[src/rtl/imem_boot_loader_pkg.sv]
// Shared constants for the instruction-memory boot loader.
// FSM encoding, default memory size and the 4-byte word size.
package imem_boot_loader_pkg;

    localparam int MEM_BYTES_DEF = 1024;
    localparam int WORD_BYTES    = 4;

    localparam logic [1:0] ST_IDLE  = 2'd0;
    localparam logic [1:0] ST_RECV  = 2'd1;
    localparam logic [1:0] ST_WRITE = 2'd2;
    localparam logic [1:0] ST_FIN   = 2'd3;

endpackage

[src/rtl/imem_boot_loader_if.sv]
// Byte-stream valid/ready link between a byte source and the loader.
// master = byte source, slave = loader.
interface imem_boot_loader_if;

    logic       Byte_Valid;
    logic [7:0] Byte_Data;
    logic       Byte_Ready;

    modport master (
        output Byte_Valid,
        output Byte_Data,
        input  Byte_Ready
    );

    modport slave (
        input  Byte_Valid,
        input  Byte_Data,
        output Byte_Ready
    );

endinterface

[src/rtl/imem_boot_loader_packer.sv]
// byte_word_packer: shifts bytes into a big-endian 32-bit word.
// last flags the 4th byte slot; full holds until the word is taken.
module byte_word_packer
    import imem_boot_loader_pkg::*;
(
    input  logic        CLK,
    input  logic        Reset,
    input  logic        clr,
    input  logic        push,
    input  logic        take,
    input  logic [7:0]  din,
    output logic [31:0] word,
    output logic        last,
    output logic        full
);

    logic [1:0] cnt;

    assign last = (cnt == 2'(WORD_BYTES - 1));

    always_ff @(posedge CLK or negedge Reset) begin
        if (!Reset) begin
            cnt  <= '0;
            word <= '0;
            full <= 1'b0;
        end else if (clr) begin
            cnt  <= '0;
            word <= '0;
            full <= 1'b0;
        end else begin
            if (push) begin
                word <= {word[23:0], din};
                cnt  <= cnt + 2'd1;
            end
            if (push && last)
                full <= 1'b1;
            else if (take)
                full <= 1'b0;
        end
    end

endmodule

[src/rtl/imem_boot_loader.sv]
// Boot loader: streams bytes into instruction memory, stalling the core.
// Optional trailing checksum word when IMEM_LOADER_CHECKSUM_EN is defined.
module imem_boot_loader
    import imem_boot_loader_pkg::*;
#(
    parameter int MEM_BYTES = MEM_BYTES_DEF,
    parameter int AW        = 10
) (
    input  logic                CLK,
    input  logic                Reset,
    input  logic                Start,
    input  logic [AW-2:0]       Load_Len,
    imem_boot_loader_if.slave   bs,
    input  logic [31:0]         Fetch_A,
    output logic [31:0]         Mem_A,
    output logic                Mem_WE,
    output logic [31:0]         Mem_WD,
    output logic                Core_Stall,
    output logic                Busy,
    output logic                Done,
    output logic                Error
);

    localparam int MAX_WORDS = MEM_BYTES / WORD_BYTES;

    logic [1:0]    state;
    logic [AW-2:0] len;
    logic [AW-2:0] wcnt;
    logic [AW-1:0] addr;
    logic          err_q;
    logic          len_ok;
    logic          start_ok;
    logic          last_word;
    logic          push;
    logic          last;
    logic          full;
    logic [31:0]   word;

    assign len_ok    = (Load_Len != '0) &&
                       (32'(Load_Len) <= 32'(MAX_WORDS));
    assign start_ok  = (state == ST_IDLE) && Start && len_ok;
    assign last_word = (wcnt == len - 1'b1);

    assign bs.Byte_Ready = (state == ST_RECV);
    assign push          = bs.Byte_Valid && bs.Byte_Ready;

    byte_word_packer u_pack (
        .CLK   (CLK),
        .Reset (Reset),
        .clr   (start_ok),
        .push  (push),
        .take  (state == ST_WRITE),
        .din   (bs.Byte_Data),
        .word  (word),
        .last  (last),
        .full  (full)
    );

`ifdef IMEM_LOADER_CHECKSUM_EN
    logic [31:0] sum;
    logic        ck_phase;

    always_ff @(posedge CLK or negedge Reset) begin
        if (!Reset) begin
            sum      <= '0;
            ck_phase <= 1'b0;
        end else if (start_ok) begin
            sum      <= '0;
            ck_phase <= 1'b0;
        end else if (state == ST_WRITE) begin
            sum <= sum + word;
            if (last_word)
                ck_phase <= 1'b1;
        end
    end

    // The checksum word sits in the packer once FIN is reached.
    assign Done  = (state == ST_FIN) && (sum == word);
    assign Error = err_q || ((state == ST_FIN) && (sum != word));
`else
    assign Done  = (state == ST_FIN);
    assign Error = err_q;
`endif

    always_ff @(posedge CLK or negedge Reset) begin
        if (!Reset) begin
            state <= ST_IDLE;
            len   <= '0;
            wcnt  <= '0;
            addr  <= '0;
            err_q <= 1'b0;
        end else begin
            err_q <= (state == ST_IDLE) && Start && !len_ok;
            unique case (state)
                ST_IDLE: begin
                    if (start_ok) begin
                        len   <= Load_Len;
                        wcnt  <= '0;
                        addr  <= '0;
                        state <= ST_RECV;
                    end
                end
                ST_RECV: begin
                    if (push && last) begin
`ifdef IMEM_LOADER_CHECKSUM_EN
                        state <= ck_phase ? ST_FIN : ST_WRITE;
`else
                        state <= ST_WRITE;
`endif
                    end
                end
                ST_WRITE: begin
                    addr <= addr + AW'(WORD_BYTES);
                    wcnt <= wcnt + 1'b1;
                    if (last_word) begin
`ifdef IMEM_LOADER_CHECKSUM_EN
                        state <= ST_RECV;
`else
                        state <= ST_FIN;
`endif
                    end else begin
                        state <= ST_RECV;
                    end
                end
                ST_FIN: state <= ST_IDLE;
                default: state <= ST_IDLE;
            endcase
        end
    end

    assign Busy       = (state != ST_IDLE);
    assign Core_Stall = Busy;
    assign Mem_WE     = (state == ST_WRITE) && full;
    assign Mem_WD     = word;
    assign Mem_A      = (state == ST_IDLE) ? Fetch_A : 32'(addr);

endmodule

[src/flat_wrapper.sv]
// flat-port wrapper written by rule: the top's interface ports become plain ports
module imem_boot_loader_flat import imem_boot_loader_pkg::*;
#(
    parameter int MEM_BYTES = MEM_BYTES_DEF,
    parameter int AW        = 10
)
  (CLK, Reset, Start, Load_Len, Fetch_A, Mem_A, Mem_WE, Mem_WD, Core_Stall, Busy, Done, Error, bs_Byte_Valid, bs_Byte_Data, bs_Byte_Ready);
  imem_boot_loader_if bs_i ();
  input  logic CLK;
  input  logic Reset;
  input  logic Start;
  input  logic [AW-2:0] Load_Len;
  input  logic [31:0] Fetch_A;
  output logic [31:0] Mem_A;
  output logic Mem_WE;
  output logic [31:0] Mem_WD;
  output logic Core_Stall;
  output logic Busy;
  output logic Done;
  output logic Error;
  input wire logic [$bits(bs_i.Byte_Valid)-1:0] bs_Byte_Valid;
  input wire logic [$bits(bs_i.Byte_Data)-1:0] bs_Byte_Data;
  output wire logic [$bits(bs_i.Byte_Ready)-1:0] bs_Byte_Ready;
  assign bs_i.Byte_Valid = bs_Byte_Valid;
  assign bs_i.Byte_Data = bs_Byte_Data;
  assign bs_Byte_Ready = bs_i.Byte_Ready;
  imem_boot_loader #(.MEM_BYTES(MEM_BYTES), .AW(AW)) u_core (.CLK(CLK), .Reset(Reset), .Start(Start), .Load_Len(Load_Len), .bs(bs_i), .Fetch_A(Fetch_A), .Mem_A(Mem_A), .Mem_WE(Mem_WE), .Mem_WD(Mem_WD), .Core_Stall(Core_Stall), .Busy(Busy), .Done(Done), .Error(Error));
endmodule
[config.mk]
export PLATFORM = sky130hd
export DESIGN_NAME = imem_boot_loader_flat
export DESIGN_NICKNAME = d
export VERILOG_FILES = /design/src/rtl/imem_boot_loader_pkg.sv /design/src/rtl/imem_boot_loader_if.sv /design/src/rtl/imem_boot_loader_packer.sv /design/src/rtl/imem_boot_loader.sv /design/src/flat_wrapper.sv
export SDC_FILE = /design/constraint.sdc
export NUM_CORES = 1
export LEC_CHECK = 0
export ABC_AREA = 1
export BUFFER_PORTS_ARGS = -buffer_cell sky130_fd_sc_hd__buf_2
export CORE_ASPECT_RATIO = 1.75
export CORE_MARGIN = 8
export CORE_UTILIZATION = 50
export CTS_CLUSTER_DIAMETER = 150
export DETAILED_ROUTE_END_ITERATION = 6
export PLACE_DENSITY_LB_ADDON = 0.12
export SYNTH_ARGS = -nofsm -noshare
export SYNTH_HDL_FRONTEND = slang
export SYNTH_SLANG_ARGS = --single-unit
[constraint.sdc]
create_clock -name CLK -period 1.85 [get_ports CLK]
set_input_delay 0.37 -clock CLK [delete_from_list [all_inputs] [get_ports CLK]]
set_output_delay 0.37 -clock CLK [all_outputs]
set_load 0.01 [all_outputs]
==> impl_summary.txt, run 1 <==
----------------------------------------------------
[Synthesis]
  Dominant cells by area after synthesis ... sky130_fd_sc_hd__dfrtp_1, sky130_fd_sc_hd__nand2_1, sky130_fd_sc_hd__inv_1
  Cell area after technology mapping ... 0.00360 mm2
  Synthesized flop and latch total ... 64
  Area share of the leading cell type in the synthesized netlist ... 0.444
  Syn Area/Cell ... 7.02 um2
  Dominant combinational cell family by area after synthesis ... simple AND/OR/NAND/NOR gates
  Post-synth EDFFs ... 0
  Synth Flop Type ... sky130_fd_sc_hd__dfrtp_1
  Adder and majority gate portion of the synthesized area ... 0.0139
  Number of distinct standard cells referenced by the synthesized netlist ... 29
  Multiplexer area fraction after synthesis ... 0.00278
  Yosys warning count ... 0
  Synth Area in XOR/XNOR ... 0.0194
  Post-synthesis async set-or-reset flop share ... 1.00
  Instance count of the mapped netlist ... 513
  Synth Area in Compound Gates ... 0.0906
  Area leader, netlist ... sky130_fd_sc_hd__dfrtp_1
  Sequential element share of the synthesized area ... 0.444
  Post-Synth Simple-Gate Area ... 0.281
  Total nets after synthesis ... 570

[Clocking]
  CTS H-Tree Depth ... 3
  Maximum number of buffers from clock root to sink ... 2
  Total setup buffers inserted after CTS ... 0
  Num Clock Sinks ... 64
  Latest clock arrival within the worst-skew pair ... 0.33 ns
  Clock slew seen by the registers of the worst setup and hold paths ... 0.05 ns
  CTS Buf Count ... 9
  Master cell of the clock root buffer ... sky130_fd_sc_hd__clkbuf_16
  CTS tree ... built

[Critical path]
  FF-to-FF Start ... u_core.len[0]
  Minimum setup slack among reg-to-reg paths ... 0.21 ns
  Family with the most delay on the worst path ... flip-flops
  Critical Path, Cell by Cell ... nor2_4, buf_8, nand2_1, o21ai_0, buf_2
  CP Data Arrival Time ... 1.36 ns
  Maximum single-stage delay on the critical path ... between 0.4 and 0.5 ns
  Count of cells along the worst register-to-register path ... 11
  Critical Path Source Type ... flop
  Setup CP Type ... flop to primary output
  Critical Path End Type ... primary output
  Required @ worst endpoint ... roughly 1.5 ns
  Worst path bufs/invs ... 2
  Cell with the biggest individual delay on the critical path ... sky130_fd_sc_hd__dfrtp_1
  Crit Path Max Fanout ... 15
  Crit Reg-Reg Endpoint ... u_core.state[1]

[Routing]
  Total wirelength of the detailed-routed design ... around 9 mm
  WL per Instance ... ~13 um
  Starting DRT DRC Count ... 143
  1st-pass router iterations ... 4
  Total number of vias ... between 3000 and 4000
  Post-detailed-route count of antenna-violating nets ... 0
  Via-per-instance ratio ... 4.80
  DR DRC count ... 0

[Die]
  Num ports ... 123
  Overall die area ... just over 0.01 mm2
  Chip height ... 128 um
  Core Box Area ... 0.00708 mm2
  Placement row count ... 41
  Width of the die ... 80.2 um
  Initial core utilization ... 0.509

[Power and ir drop]
  Switching pwr ... 3150 uW
  Leakage ... 0.00283 uW
  Portion of total power attributed to sequential cells ... 0.335
  Total power draw ... 7380 uW
  P_int ... around 4200 uW
  Pwr Density ... between 1500 and 2000 mW/mm2
  Switching Share ... 0.426
  Gate power share ... 0.461
  Maximum vdd ir drop ... roughly 0.95 mV
  Part of the power in the clock network ... 0.203

[Final layout]
  NumNets Final ... 691
  Antenna cell count ... 0
  Layout-stage area growth over the synthesis result ... 25.7%
  Layout Utilization ... 0.640
  Commonest cells after routing, fill and taps aside ... sky130_fd_sc_hd__nand2_1, sky130_fd_sc_hd__buf_2, sky130_fd_sc_hd__inv_1
  Most common library cell in the layout ignoring fill and taps ... sky130_fd_sc_hd__nand2_1
  FILL cells ... 645
  Count of non-filler cells in the finished layout ... 722
  Layout cell share with drive strength beyond 1 ... 0.242

[STA]
  Post-route setup TNS ... 0 ns
  Number of failing hold endpoints at the final stage ... 0
  Slew of the pin with the lowest slew margin ... 0.517 ns
  Setup repair after global routing missed its margin ... no
  Total count of max-transition violations in the final report ... 0
  Total setup violations reported at the end of the flow ... 0
  Time the final worst path needs with I/O delays and setup ... 1.73 ns
  Achievable frequency ... a little under 600 MHz
  Layout Skew ... 0.00748 ns
  Period utilization ... 0.938
  Slew HR ... 0.655
  Worst-case hold slack ... 0.0427 ns

[Place]
  Final weighted congestion of routability-driven global placement ... 0.893
  Post-DP HPWL ... slightly below 7 mm
  Cell total after placement ... 709
  Count of input and output buffers ... 122

[Job]
  Max_cap viols ... 0

[Global routing]
  GRT Resource Usage Total ... 0.183
  Grt total ovfl ... 0
  Pin count of the biggest net entering global routing ... 65
  Global-route wire length before repair ... 15.1 mm
  Vias in the first global route ... 3504
  Antenna violations before repair ... 0

[Hold path]
  Path class of the lowest-slack min-delay path ... primary input to async pin

[Outcome]
  Status ... complete, no violations

----------------------------------------------------
Yosys cell counts, types with 2 or more instances:
cell                         n
sky130_fd_sc_hd__inv_1     105
sky130_fd_sc_hd__nand4_1     6
sky130_fd_sc_hd__ha_1        4
sky130_fd_sc_hd__dfrtp_1    64
sky130_fd_sc_hd__a21oi_1     2
sky130_fd_sc_hd__buf_4       3
sky130_fd_sc_hd__clkbuf_1    3
sky130_fd_sc_hd__xor2_1      5
sky130_fd_sc_hd__xnor2_1     3
sky130_fd_sc_hd__nor2_4      3
sky130_fd_sc_hd__buf_6       4
sky130_fd_sc_hd__o21ai_0    38
sky130_fd_sc_hd__buf_2       7
sky130_fd_sc_hd__nor2_1     53
sky130_fd_sc_hd__o22ai_1     2
sky130_fd_sc_hd__nand2_1   157
sky130_fd_sc_hd__nand3_1    19
sky130_fd_sc_hd__nand2_2     2
sky130_fd_sc_hd__o21ai_1    20
sky130_fd_sc_hd__inv_2       4
power groups by stage:
stage	Clock (uW)	Combinational [uW]	Sequential, uW
4_1_cts	1530	3430	2470
3_3_place_gp	0	3340	2470
2_1_floorplan	0	2180	2540
6_report	1500	3410	2470
5_1_grt	1590	3910	2560
3_5_place_dp	0	3410	2480
worst max-delay path by stage:
stage,startpoint,cells after the start,slack (ns),end
final,u_core.state[0],5,0.12,Mem_A[6]
after global routing,u_core.state[1],5,0.006,Mem_A[2]
after CTS,u_core.state[1],5,0.01,Mem_A[6]
after detailed placement,Load_Len[6],10,0.22,u_core.state[1]
after global placement,Load_Len[5],10,0.24,u_core.state[1]
after floorplan,u_core.state[1],4,0.30,Core_Stall
per-stage QoR:
| step | setup slack [ns] | cell area [um2] |
|---|---|---|
| CTS | 0.0131 | 4520 |
| finish | 0.115 | 4530 |
| global route | 0.00648 | 4530 |
| detailed placement | 0.217 | 4260 |
| global placement | 0.238 | 4260 |
| floorplan | 0.296 | 3600 |
logic make-up after synthesis:
kind of cell	count (synthesis)
and+or+nand+nor	244
AOI/OAI and AO/OA	64
adders and majority gates	4
xor gates and xnor gates	8
muxes	1
buffers and inverters	128
DFF	64
flip-flops by register name, indices dropped and copies added (netlist names):
signal / flops
u_core.u_pack.word: 32
u_core.len: 9
u_core.wcnt: 9
u_core.addr: 8
u_core.state: 2
u_core.u_pack.cnt: 2
u_core.Error: 1
u_core.u_pack.full: 1
metal layers:
layer / track usage / vias to the layer above / part of all wire
li1: - / 1766 / -
met1: 0.187 / 1549 / 0.37
met3: 0.0590 / 25 / 0.097
met2: 0.318 / 127 / 0.51
met5: 0 / - / 0
met4: 0.0959 / 0 / 0.031
cell type report:
| type | count | area (um2) | share of cell area |
|---|---|---|---|
| Multi-Input combinational cell | 321 | 1470 | 0.324 |
| Clock inverter | 1 | 5.00 | 0.00110 |
| Sequential cell | 64 | 1600 | 0.354 |
| Clock buffer | 12 | 256 | 0.0566 |
| Tap cell | 86 | 108 | 0.0238 |
| Inverter | 110 | 415 | 0.0917 |
| Timing Repair Buffer | 128 | 676 | 0.149 |
timing repair:
| item | CTS | global route |
|---|---|---|
| hold buffers | 0 | 0 |
| resized for setup | 0 | 3 |
| endpoints found under the setup margin | 0 | 7 |
(Power assumes the default switching activity.)
==> run 2, diff against run 1 <==
--- a/config.mk
+++ b/config.mk
@@ -12,6 +12,7 @@
 export CORE_UTILIZATION = 50
 export CTS_CLUSTER_DIAMETER = 150
 export DETAILED_ROUTE_END_ITERATION = 6
+export GPL_TIMING_DRIVEN = 0
 export PLACE_DENSITY_LB_ADDON = 0.12
 export SYNTH_ARGS = -nofsm -noshare
 export SYNTH_HDL_FRONTEND = slang
==> run 2 against run 1 <==
Critical path depth did not move. Combinational power grew 9.1%. Fmax is 5.1% lower. Die area did not move. Hold slack better by 0.076 ns. Utilization grew 2.7 points. Cell area rose by 4.2%. Flip-flop and latch count did not move. Clock power up 22%. Sequential share of layout area fell by 1.4 points. Cell count is 2.5% higher.
==> impl_summary.txt, run 2 (same netlist as run 1, synthesis figures left out) <==
----------------------------------------------------
[Final layout]
  Antenna cell count ... 0 (unchanged)
  Largest register FFs ... 32 (unchanged)
  Commonest cells after routing, fill and taps aside ... sky130_fd_sc_hd__nand2_1, sky130_fd_sc_hd__buf_2, sky130_fd_sc_hd__inv_1 (unchanged)
  Layout-stage area growth over the synthesis result ... 31.0% (was 25.7%)
  Most flops, register ... u_core.u_pack.word (unchanged)
  Most common library cell in the layout ignoring fill and taps ... sky130_fd_sc_hd__nand2_1 (unchanged)
  Layout cell share with drive strength beyond 1 ... 0.268 (was 0.242)
  Biggest registers after layout ... u_core.u_pack.word x32, u_core.len x9, u_core.wcnt x9 (unchanged)
  Layout Utilization ... 0.667 (was 0.640)
  NumNets Final ... 707 (was 691)
  Count of non-filler cells in the finished layout ... 740 (was 722)

[Die]
  Overall die area ... 0.0103 mm2 (unchanged)
  Placement row count ... 41 (unchanged)
  Width of the die ... 80.2 um (unchanged)
  Chip height ... 128 um (unchanged)
  Num ports ... 123 (unchanged)
  Initial core utilization ... 0.509 (unchanged)
  Core Box Area ... 0.00708 mm2 (unchanged)

[Clocking]
  Maximum number of buffers from clock root to sink ... 2 (unchanged)
  CTS Buf Count ... 9 (unchanged)
  CTS H-Tree Depth ... 3 (unchanged)
  Clock slew seen by the registers of the worst setup and hold paths ... 0.05 ns (about the same)
  Num Clock Sinks ... 64 (unchanged)
  Latest clock arrival within the worst-skew pair ... 0.33 ns (about the same)
  Number of hold buffers added after CTS ... 0 (unchanged)
  CTS tree ... built (unchanged)
  Master cell of the clock root buffer ... sky130_fd_sc_hd__clkbuf_16 (unchanged)

[Critical path]
  FF-to-FF Start ... u_core.len[0] (unchanged)
  Critical Path Source Type ... flop (unchanged)
  Required @ worst endpoint ... 1.48 ns (about the same)
  Setup CP Type ... flop to primary output (unchanged)
  Count of cells along the worst register-to-register path ... 10 (was 11)
  Critical Path, Cell by Cell ... nor2_4, inv_6, clkbuf_8, buf_4, buf_2 (was nor2_4, buf_8, nand2_1, o21ai_0, buf_2)
  Launch point of the worst path ... u_core.state[1] (was u_core.state[0])
  Critical Path End Type ... primary output (unchanged)
  Cell with the biggest individual delay on the critical path ... sky130_fd_sc_hd__dfrtp_2 (was sky130_fd_sc_hd__dfrtp_1)
  Maximum single-stage delay on the critical path ... 0.41 ns (was 0.42 ns)
  CP Data Arrival Time ... 1.46 ns (was 1.36 ns)
  Crit Path Max Fanout ... 11 (was 15)

[Global routing]
  Global-route wire length before repair ... 16.2 mm (was 15.1 mm)
  GRT Resource Usage Total ... 0.199 (was 0.183)
  Antenna violations before repair ... 0 (unchanged)
  Vias in the first global route ... 3697 (was 3504)
  Pin count of the biggest net entering global routing ... 65 (unchanged)
  Grt total ovfl ... 0 (unchanged)

[Power and ir drop]
  Maximum vdd ir drop ... 1.04 mV (was 0.950 mV)
  Leakage ... 0.00293 uW (was 0.00283 uW)
  Pwr Density ... 1700 mW/mm2 (was 1630 mW/mm2)
  Total power draw ... 8030 uW (was 7380 uW)

[Routing]
  Post-detailed-route count of antenna-violating nets ... 0 (unchanged)
  Starting DRT DRC Count ... 206 (was 143)
  Total number of vias ... 3661 (was 3467)
  Total wirelength of the detailed-routed design ... 9.98 mm (was 9.10 mm)
  Via-per-instance ratio ... 4.95 (was 4.80)
  1st-pass router iterations ... 5 (was 4)
  WL per Instance ... 13.5 um (was 12.6 um)
  DR DRC count ... 0 (unchanged)

[Place]
  Final weighted congestion of routability-driven global placement ... 0.792 (was 0.893)
  Post-DP HPWL ... 7.55 mm (was 6.85 mm)
  Placement Setup Slack ... 0.0948 ns (was 0.217 ns)
  Count of input and output buffers ... 122 (unchanged)
  Cell total after placement ... 721 (was 709)

[Job]
  Max_cap viols ... 0 (unchanged)

[STA]
  Slew HR ... 0.456 (was 0.655)
  Layout Skew ... 0.00543 ns (was 0.00748 ns)
  Total count of max-transition violations in the final report ... 0 (unchanged)
  Fin worst setup slack ... 0.0213 ns (was 0.115 ns)
  Period utilization ... 0.989 (was 0.938)
  Setup repair after global routing missed its margin ... yes (was no)
  Slew of the pin with the lowest slew margin ... 0.816 ns (was 0.517 ns)
  Time the final worst path needs with I/O delays and setup ... 1.83 ns (was 1.73 ns)
  Number of failing hold endpoints at the final stage ... 0 (unchanged)
  Achievable frequency ... 547 MHz (was 576 MHz)
  Total setup violations reported at the end of the flow ... 0 (unchanged)

[Hold path]
  Path class of the lowest-slack min-delay path ... primary input to async pin (unchanged)

[Outcome]
  Status ... complete, no violations (unchanged)

----------------------------------------------------
run 2: cell count changes in the layout (fill, tap and decap cells not counted), moves of 2 or more:
cell	delta
sky130_fd_sc_hd__buf_2	+6
sky130_fd_sc_hd__buf_4	+5
sky130_fd_sc_hd__buf_6	+4
sky130_fd_sc_hd__bufinv_16	+2
sky130_fd_sc_hd__clkbuf_8	+2
run 2: layer usage:
layer  share of wire  routed length, um  up-vias  GRT usage
li1                -                  -     1811          -
met1            0.35               3480     1684      0.193
met2            0.53               5290      140      0.359
met3           0.092                917       26     0.0618
met4           0.030                299        0      0.107
met5               0                  0        -          0
run 2: critical path, delay by kind of cell, from the launching register on:
family	cells	cell delay, ns
buffers and inverters	4	0.51
DFF	1	0.41
and+or+nand+nor	1	0.20
run 2: repair_timing:
action,4_1_cts,5_1_grt
pin swaps,1,1
setup buffers,4,0
resized for setup,10,5
setup endpoints to repair,29,17
run 2: layout make-up:
cell class	count	area [um2]
buffer	18	143
clock buffer	12	256
clock inverter	3	65.1
fill	628	2360
inverter	110	418
multi-input combinational	321	1480
sequential	64	1600
tap	86	108
timing repair buffer	126	643
run 2: stage by stage:
step / hold WS, ns / TNS, ns / area [um2]
finish: 0.118 / 0 / 4720
global route: 0.203 / -0.383 / 4720
CTS: 0.167 / 0 / 4700
detailed placement: 0.472 / 0 / 4320
global placement: 0.466 / 0 / 4320
floorplan: 0.0744 / 0 / 3600
run 2: power by group:
group | internal (uW) | switching [uW] | leakage, uW
registers | 1990 | 492 | 0.000845
clock network | 1240 | 588 | 0.000159
logic | 1480 | 2240 | 0.00193
run 2: path summary, 6_finish.rpt:
check	end	slack, ns
setup / recovery	Core_Stall	0.02
hold / removal	u_core.len[2]	0.12
setup reg to reg	u_core.state[1]	0.20
hold reg to reg	u_core.addr[9]	0.48
max in group asynchronous	u_core.state[1]	1.13
min in group CLK	u_core.len[4]	0.30
